File: src/rtl/buffer_share_arbiter_if.sv
// Handshake bundle between N requesters, the shared output buffer and its consumer.
interface buffer_share_arbiter_if #(
  parameter int K   = 16,
  parameter int N   = 4,
  parameter int IDW = 2
);
  logic [N-1:0]   req_valid;
  logic [N*K-1:0] req_data;
  logic [N-1:0]   req_ready;
  logic [K-1:0]   out_data;
  logic           out_valid;
  logic           out_ready;
  logic [IDW-1:0] grant_id;
  logic           busy;

  modport slave (
    input  req_valid, req_data, out_ready,
    output req_ready, out_data, out_valid, grant_id, busy
  );

  modport master (
    output req_valid, req_data, out_ready,
    input  req_ready, out_data, out_valid, grant_id, busy
  );
endinterface

File: src/rtl/buffer_share_arbiter.sv
// Round-robin arbiter loading one of N requester words into a single shared K-bit buffer
// register; the buffer can drain and refill on the same edge, giving one transfer per cycle.
module buffer_share_arbiter #(
  parameter int K   = 16,
  parameter int N   = 4,
  parameter int IDW = 2
) (
  input  logic                   clk,
  input  logic                   rst,
  buffer_share_arbiter_if.slave  bus
);

  typedef enum logic {EMPTY = 1'b0, FULL = 1'b1} state_t;

  state_t         r_state;
  state_t         w_state_nxt;
  logic [K-1:0]   r_out_data;
  logic [IDW-1:0] r_grant_id;
  logic [IDW-1:0] r_last;

  logic           w_can_accept;
  logic           w_found;
  logic [IDW-1:0] w_win;
  logic           w_take;
  logic [N-1:0]   w_req_ready;

  // Search starts just after the last winner so every requester gets a turn within N grants.
  always_comb begin
    w_found = 1'b0;
    w_win   = '0;
    for (int off = 1; off <= N; off++) begin
      if (!w_found && bus.req_valid[(int'(r_last) + off) % N]) begin
        w_found = 1'b1;
        w_win   = IDW'((int'(r_last) + off) % N);
      end
    end
  end

  always_comb begin
    w_state_nxt  = r_state;
    w_req_ready  = '0;
    w_can_accept = (r_state == EMPTY) || bus.out_ready;
    w_take       = w_can_accept && w_found;
    if (w_take) begin
      w_req_ready[w_win] = 1'b1;
      w_state_nxt        = FULL;
    end else if (r_state == FULL && bus.out_ready) begin
      w_state_nxt = EMPTY;
    end
  end

  always_ff @(posedge clk) begin
    if (rst) begin
      r_state    <= EMPTY;
      r_out_data <= '0;
      r_grant_id <= '0;
      r_last     <= IDW'(N - 1);
    end else begin
      r_state <= w_state_nxt;
      if (w_take) begin
        r_out_data <= bus.req_data[K*w_win +: K];
        r_grant_id <= w_win;
        r_last     <= w_win;
      end
    end
  end

  assign bus.req_ready = w_req_ready;
  assign bus.out_data  = r_out_data;
  assign bus.out_valid = (r_state == FULL);
  assign bus.grant_id  = r_grant_id;
  assign bus.busy      = (r_state == FULL);

endmodule

File: src/flat_wrapper.sv
// flat-port wrapper written by rule: the top's interface ports become plain ports
module buffer_share_arbiter_flat 
#(
  parameter int K   = 16,
  parameter int N   = 4,
  parameter int IDW = 2
)
  (clk, rst, bus_req_valid, bus_req_data, bus_out_ready, bus_req_ready, bus_out_data, bus_out_valid, bus_grant_id, bus_busy);
  buffer_share_arbiter_if #(.K(K), .N(N), .IDW(IDW)) bus_i ();
  input  logic clk;
  input  logic rst;
  input wire logic [$bits(bus_i.req_valid)-1:0] bus_req_valid;
  input wire logic [$bits(bus_i.req_data)-1:0] bus_req_data;
  input wire logic [$bits(bus_i.out_ready)-1:0] bus_out_ready;
  output wire logic [$bits(bus_i.req_ready)-1:0] bus_req_ready;
  output wire logic [$bits(bus_i.out_data)-1:0] bus_out_data;
  output wire logic [$bits(bus_i.out_valid)-1:0] bus_out_valid;
  output wire logic [$bits(bus_i.grant_id)-1:0] bus_grant_id;
  output wire logic [$bits(bus_i.busy)-1:0] bus_busy;
  assign bus_i.req_valid = bus_req_valid;
  assign bus_i.req_data = bus_req_data;
  assign bus_i.out_ready = bus_out_ready;
  assign bus_req_ready = bus_i.req_ready;
  assign bus_out_data = bus_i.out_data;
  assign bus_out_valid = bus_i.out_valid;
  assign bus_grant_id = bus_i.grant_id;
  assign bus_busy = bus_i.busy;
  buffer_share_arbiter #(.K(K), .N(N), .IDW(IDW)) u_core (.clk(clk), .rst(rst), .bus(bus_i));
endmodule
File: config.mk
export PLATFORM = sky130hd
export DESIGN_NAME = buffer_share_arbiter_flat
export DESIGN_NICKNAME = d
export VERILOG_FILES = /design/src/rtl/buffer_share_arbiter_if.sv /design/src/rtl/buffer_share_arbiter.sv /design/src/flat_wrapper.sv
export SDC_FILE = /design/constraint.sdc
export NUM_CORES = 1
export LEC_CHECK = 0
export CAP_MARGIN = 20
export CORE_AREA = 2 2 48 95
export CTS_CLUSTER_DIAMETER = 100
export DETAILED_ROUTE_END_ITERATION = 12
export DIE_AREA = 0 0 50 97
export GPL_TIMING_DRIVEN = 0
export PLACE_DENSITY = 0.79
export SLEW_MARGIN = 5
export SYNTH_ARGS = -nofsm -noshare
export SYNTH_HDL_FRONTEND = slang
export SYNTH_SLANG_ARGS = --single-unit
File: constraint.sdc
create_clock -name clk -period 2.3 [get_ports clk]
set_input_delay 0.46 -clock clk [delete_from_list [all_inputs] [get_ports clk]]
set_output_delay 0.46 -clock clk [all_outputs]
set_load 0.01 [all_outputs]
# Yosys cells after proc, flatten, opt, wreduce, memory -nomap -nowiden

Cells that the tools add are included.

Bitwise gates (word level): 5
Magnitude comparators: 6
Add/subtract/negate cells: 4
Shift operators: 1
Reductions and logical operators: 15
Multiplexer cells: 25

Operators with widths:

| cell                                                               | number |
|---|---|
| indexed part select 64 x 7 -> 16 bit                               | 1 |
| less-than comparator 3 x 4 -> 1 bit (second input constant)        | 4 |
| 2-to-1 mux 1 bit                                                   | 15 |
| binary-select mux 1 bit (select 2 bit)                             | 4 |
| 2-to-1 mux 2 bit                                                   | 4 |
| OR reduction 2 bit                                                 | 4 |
| logical AND 1 bit                                                  | 6 |
| adder 2 x 1 -> 2 bit (second input constant)                       | 2 |
| adder 2 bit (second input constant)                                | 2 |
| AND 1 bit (first input constant)                                   | 4 |
| 2-to-1 mux 4 bit                                                   | 1 |
| logical NOT 1 bit                                                  | 3 |
| less-than comparator 2 x 3 -> 1 bit (second input constant)        | 1 |
| demux 1 bit (select 2 bit)                                         | 1 |
| greater-or-equal comparator 2 x 1 -> 1 bit (second input constant) | 1 |
| nonzero test 2 bit                                                 | 1 |
| logical OR 1 bit                                                   | 1 |
| NOT 1 bit                                                          | 1 |

Word-level logic and storage cells: 60
Bits in registers: 21
Input bits: 71
Output and inout port bits: 24

# Depth between registers and ports, before layout

Gate-level depths: netlist of the first run.

Depth in word-level cells: 21
Gate-level depth with buffers: 7
Depth with buffers taken out: 5

# Worst setup path after synthesis of the first run

OpenSTA, ideal clock, no wires.

Path type: input to output
Start point: input port bus_req_valid[1]
End point: output port bus_req_ready[1]
Path buffers: 1
Arrival time: 1,482 ps
Slack: 358 ps
Stages: 6
Data required time: 1,840 ps
Cells stage by stage: nor2b_1 > o21ai_2 > nand2_4 > buf_6 > nand2_1 > nor2_1

Longest elaborated chain between the ends: 18
Elaborated cells between the ends (all ways): 33
Those cells by class: 2 x order compare; 23 x mux; 8 x reduce/logical

RTL lines:

| item                                                                                                                    | RTL line                   | text |
|---|---|---|
| start, declared                                                                                                         | flat_wrapper.sv:12         | `input wire logic [$bits(bus_i.req_valid)-1:0] bus_req_valid;` |
| binary-select mux 1 bit (select 2 bit)                                                                                  | buffer_share_arbiter.sv:32 | `if (!w_found && bus.req_valid[(int'(r_last) + off) % N]) begin` |
| 2-to-1 mux 1 bit (not written as such) (2 in series)                                                                    | buffer_share_arbiter.sv:32 |  |
| 2-to-1 mux 1 bit                                                                                                        | buffer_share_arbiter.sv:32 |  |
| logical NOT 1 bit                                                                                                       | buffer_share_arbiter.sv:32 |  |
| logical AND 1 bit                                                                                                       | buffer_share_arbiter.sv:32 |  |
| 2-to-1 mux 1 bit                                                                                                        | buffer_share_arbiter.sv:32 |  |
| logical NOT 1 bit                                                                                                       | buffer_share_arbiter.sv:32 |  |
| logical AND 1 bit                                                                                                       | buffer_share_arbiter.sv:32 |  |
| 2-to-1 mux 1 bit                                                                                                        | buffer_share_arbiter.sv:32 |  |
| logical NOT 1 bit                                                                                                       | buffer_share_arbiter.sv:32 |  |
| logical AND 1 bit                                                                                                       | buffer_share_arbiter.sv:32 |  |
| 2-to-1 mux 2 bit                                                                                                        | buffer_share_arbiter.sv:32 |  |
| less-than comparator 2 x 3 -> 1 bit (not written as such) or greater-or-equal comparator 2 x 1 -> 1 bit (tied branches) | buffer_share_arbiter.sv:45 | `w_req_ready[w_win] = 1'b1;` |
| logical AND 1 bit (not written as such)                                                                                 | buffer_share_arbiter.sv:45 |  |
| 2-to-1 mux 1 bit (not written as such)                                                                                  | buffer_share_arbiter.sv:45 |  |
| demux 1 bit (select 2 bit)                                                                                              | n/a                        |  |
| 2-to-1 mux 4 bit *                                                                                                      | buffer_share_arbiter.sv:44 | `if (w_take) begin` |
| end, declared                                                                                                           | flat_wrapper.sv:15         | `output wire logic [$bits(bus_i.req_ready)-1:0] bus_req_ready;` |

Every way passes the cells marked *; elsewhere a longest branch is shown, timed or not. The select of a mux whose other input is x is not followed.

# Worst setup path in the final report of the first run

Start point: input port bus_req_valid[1]
End point: output port bus_req_ready[2]

The elaborated chain is that of the path after synthesis.

==> metrics.md, run 1 <==
| Metric | Value |
|---|---|
| Synthesis-stage register bit count | `21` |
| Endpoints failing hold | `0` |
| Cell with the most instances after synthesis | `nand2_1` |
| Reg2reg start | `u_core.r_last[0]` |
| First drt pass iteration count | `4` |
| CTS tree | `built` |
| Vias/cell | `between 4 and 5` |
| Main flop type after synthesis | `dfxtp_1` |
| Number of synthesized flops with an enable pin | `0` |
| Rows | `33` |
| Post-synthesis instance area | `1460 um2` |
| Final slew viol count | `0` |
| Placed cells | `317` |
| Critical Path Fanout Max | `8` |
| CP cell instances | `buf_2, nor2b_4, buf_4, buf_4, o2bb2ai_4, buf_6, a21oi_4, nand2_1, nor2_1, buf_2` |
| Crit-path max cell delay | `about 0.15 ns` |
| Clock latency on the worst-skew pair | `~0.25 ns` |
| LEAKAGE | `around 0.0011 uW` |
| Fin crit share | `approximately 98%` |
| Core Area | `4090 um2` |
| Die height | `97 um` |
| Gate Count Post-Synth | `172` |
| Gr ovfl total | `0` |
| Comb pwr share | `48.0%` |
| Root Driver | `clkbuf_8` |
| I/O pin cnt | `95` |
| Sequential power share | `33.7%` |
| P per Cell Area | `around 490 nW/um2` |
| Vias in the first global route | `~1700` |
| CTS sink cnt | `21` |
| CTS Hold Bufs | `0` |
| Post-Route WL | `~5.3 mm` |
| CTS H-tree depth | `1` |
| Antenna Cells | `0` |
| Slew headroom | `68.7%` |
| Final setup fails | `0` |
| Critical Path AT | `1.79 ns` |
| CP Capture Type | `output pin` |
| Largest net degree at the start of global routing | `13` |
| Net Sw Power | `roughly 410 uW` |
| Simple-Gate Fraction of Synth Area | `20.4%` |
| Seq/Total Area, Yosys | `28.9%` |
| Die X | `50 um` |
| Internal | `904 uW` |
| Yosys cell types | `38` |
| Multiplexer share of the synthesized area | `11.9%` |
| Warnings, synthesis | `0` |
| Detailed Place HPWL | `3.90 mm` |
| Die area | `4850 um2` |
| Hold Startpoint | `u_core.bus.out_data[7]` |
| Ranking of synthesized cells by area | `dfxtp_1, mux2i_1, o211ai_1` |
| Startpoint Class | `input port` |
| Critical path origin | `bus_req_valid[1]` |
| Critical Path Slowest Stage Cell | `o2bb2ai_4` |
| Max cap viols | `0` |
| Compound-cell area share of the yosys netlist | `32.8%` |
| Nets | `358` |
| Clk slew on worst S/H paths | `around 0.08 ns` |
| Wirelength per Cell | `between 15 and 20 um` |
| Core Util, Final | `65.9%` |
| Final ANT Viol Nets | `0` |
| Post-Synth XOR/XNOR Area | `0%` |
| Clock share of power | `18.3%` |
| Synth area leader | `dfxtp_1` |
| Clk buf depth | `2` |
| First-pass GRT wire length | `8.22 mm` |
| Antenna violations before repair | `0` |
| Worst slew pin tran | `0.469 ns` |
| Initial DRC count | `29` |
| Commonest cells post-synth | `nand2_1, dfxtp_1, mux2i_1, nand3_1, o21ai_0` |
| Switching share of power | `31.3%` |
| Yosys top cell area share | `28.9%` |
| WS Path Type | `input port to output pin` |
| GPL Wtd Cong | `0.771` |
| Total CTS buffers | `3` |
| GRT Overall Usage | `between 20% and 30%` |
| Synth Area in Adders | `0%` |
| Area Overhead vs Synth | `84.9%` |
| DR vias | `1674` |
| Status | `completed` |
| Unrepaired setup endpoints after global routing | `no` |
| Max VDD drop | `0.569 mV` |
| Share of layout cells above drive strength 1 | `23.1%` |
| Data required time of the worst path | `between 1.5 and 2 ns` |
| DRC viols | `0` |
| Syn avg cell area | `8.47 um2` |
| Worst Skew | `between 0.002 and 0.003 ns` |
| F_max | `445 MHz` |
| Main combinational cell family by area after synthesis | `compound AO/OA/AOI/OAI gates` |
| Fraction of registers with async set/reset | `0%` |
| Non-Filler Instances | `~340` |
| Hold WC Path Type | `flop to flop` |
| Final critical-path required period | `2.25 ns` |
| I/O Buffers | `93` |
| Initial Util | `35.6%` |
| Post-Syn Nets | `243` |
==> registers in the layout (all words and copies together), names as in the netlist <==
signal,cells
u_core.bus.grant_id,2
u_core.r_last,2
u_core.bus.out_data,16
u_core.bus.busy,1
==> power by group through the flow <==
| stage | registers [uW] | clock network (uW) | logic, uW |
|---|---|---|---|
| after detailed placement | 449 | 0 | 562 |
| final | 444 | 241 | 632 |
| after global routing | 449 | 263 | 673 |
| after global placement | 448 | 0 | 555 |
| after CTS | 444 | 247 | 628 |
| after floorplan | 468 | 0 | 254 |
==> timing repair <==
action	CTS	global route
pin swaps	3	2
endpoints found under the hold margin	0	0
cloned	0	0
endpoints found under the setup margin	4	5
setup buffers	17	1
resized for setup	41	3
==> routing by layer <==
metal | global-route usage (%) | share of wire (%) | wire length [um] | up-vias
met5 | 0 | 0 | 0 | -
met4 | 8.12 | 2.6 | 135 | 0
met3 | 1.54 | 2.8 | 146 | 8
met2 | 41.7 | 57 | 3010 | 54
met1 | 23.2 | 37 | 1960 | 755
li1 | - | - | - | 857
==> path summary, 6_finish.rpt <==
kind,to,slack [ns],cells after the start
min,u_core.bus.out_data[7],0.47,2
min reg2reg,u_core.bus.out_data[7],0.47,2
max,bus_req_ready[2],0.05,10
max reg2reg,u_core.bus.out_data[10],0.09,9
==> placed cells by master, fill, tap and decap left out, types with 7 or more instances in the layout <==
| cell type | count |
|---|---|
| buf_2 | 8 |
| a21bo_2 | 9 |
| a21bo_1 | 7 |
| nand3_1 | 16 |
| nand2_1 | 21 |
| clkdlybuf4s50_1 | 85 |
| mux2i_1 | 16 |
| dfxtp_1 | 19 |
| o21ai_0 | 16 |
| buf_4 | 19 |
| o211ai_1 | 13 |
==> worst max-delay path: cells and delay by family <==
family | cells | cell delay [ns]
AO/OA/AOI/OAI | 2 | 0.29
AND/OR/NAND/NOR | 3 | 0.33
buffers and inverters | 5 | 0.70
==> kinds of logic after synthesis <==
group / count (synthesis)
compound gates: 62
flops: 21
simple gates: 57
buf+inv: 15
mux: 17
==> through the flow <==
stage               area, um2  hold WS [ns]  total power (uW)  worst slack, ns  setup TNS [ns]
floorplan                1460         0.481               722            0.358               0
global placement         2450         0.453              1000           -0.938           -5.38
detailed placement       2450         0.448              1010           -0.934           -5.60
CTS                      2700         0.477              1320           0.0103               0
global route             2690         0.494              1380         0.000371               0
finish                   2690         0.473              1320           0.0521               0
==> area by class of cell <==
type	instances	area (um2)
plain buffers	11	75.1
clock buffers	3	41.3
clock inverters	1	5.00
fillers	340	1400
inverters	3	11.3
multi-input cells	136	1020
flip-flops and latches	21	423
well taps	52	65.1
repair buffers	111	1050
Power figures use the tool's default switching activity.
==> run 2: changes to the inputs <==
ABC_CLOCK_PERIOD_IN_PS = 2300   (was not set)
==> results of run 2 <==
Final layout, timing and power as in run 1 (identical DEF).
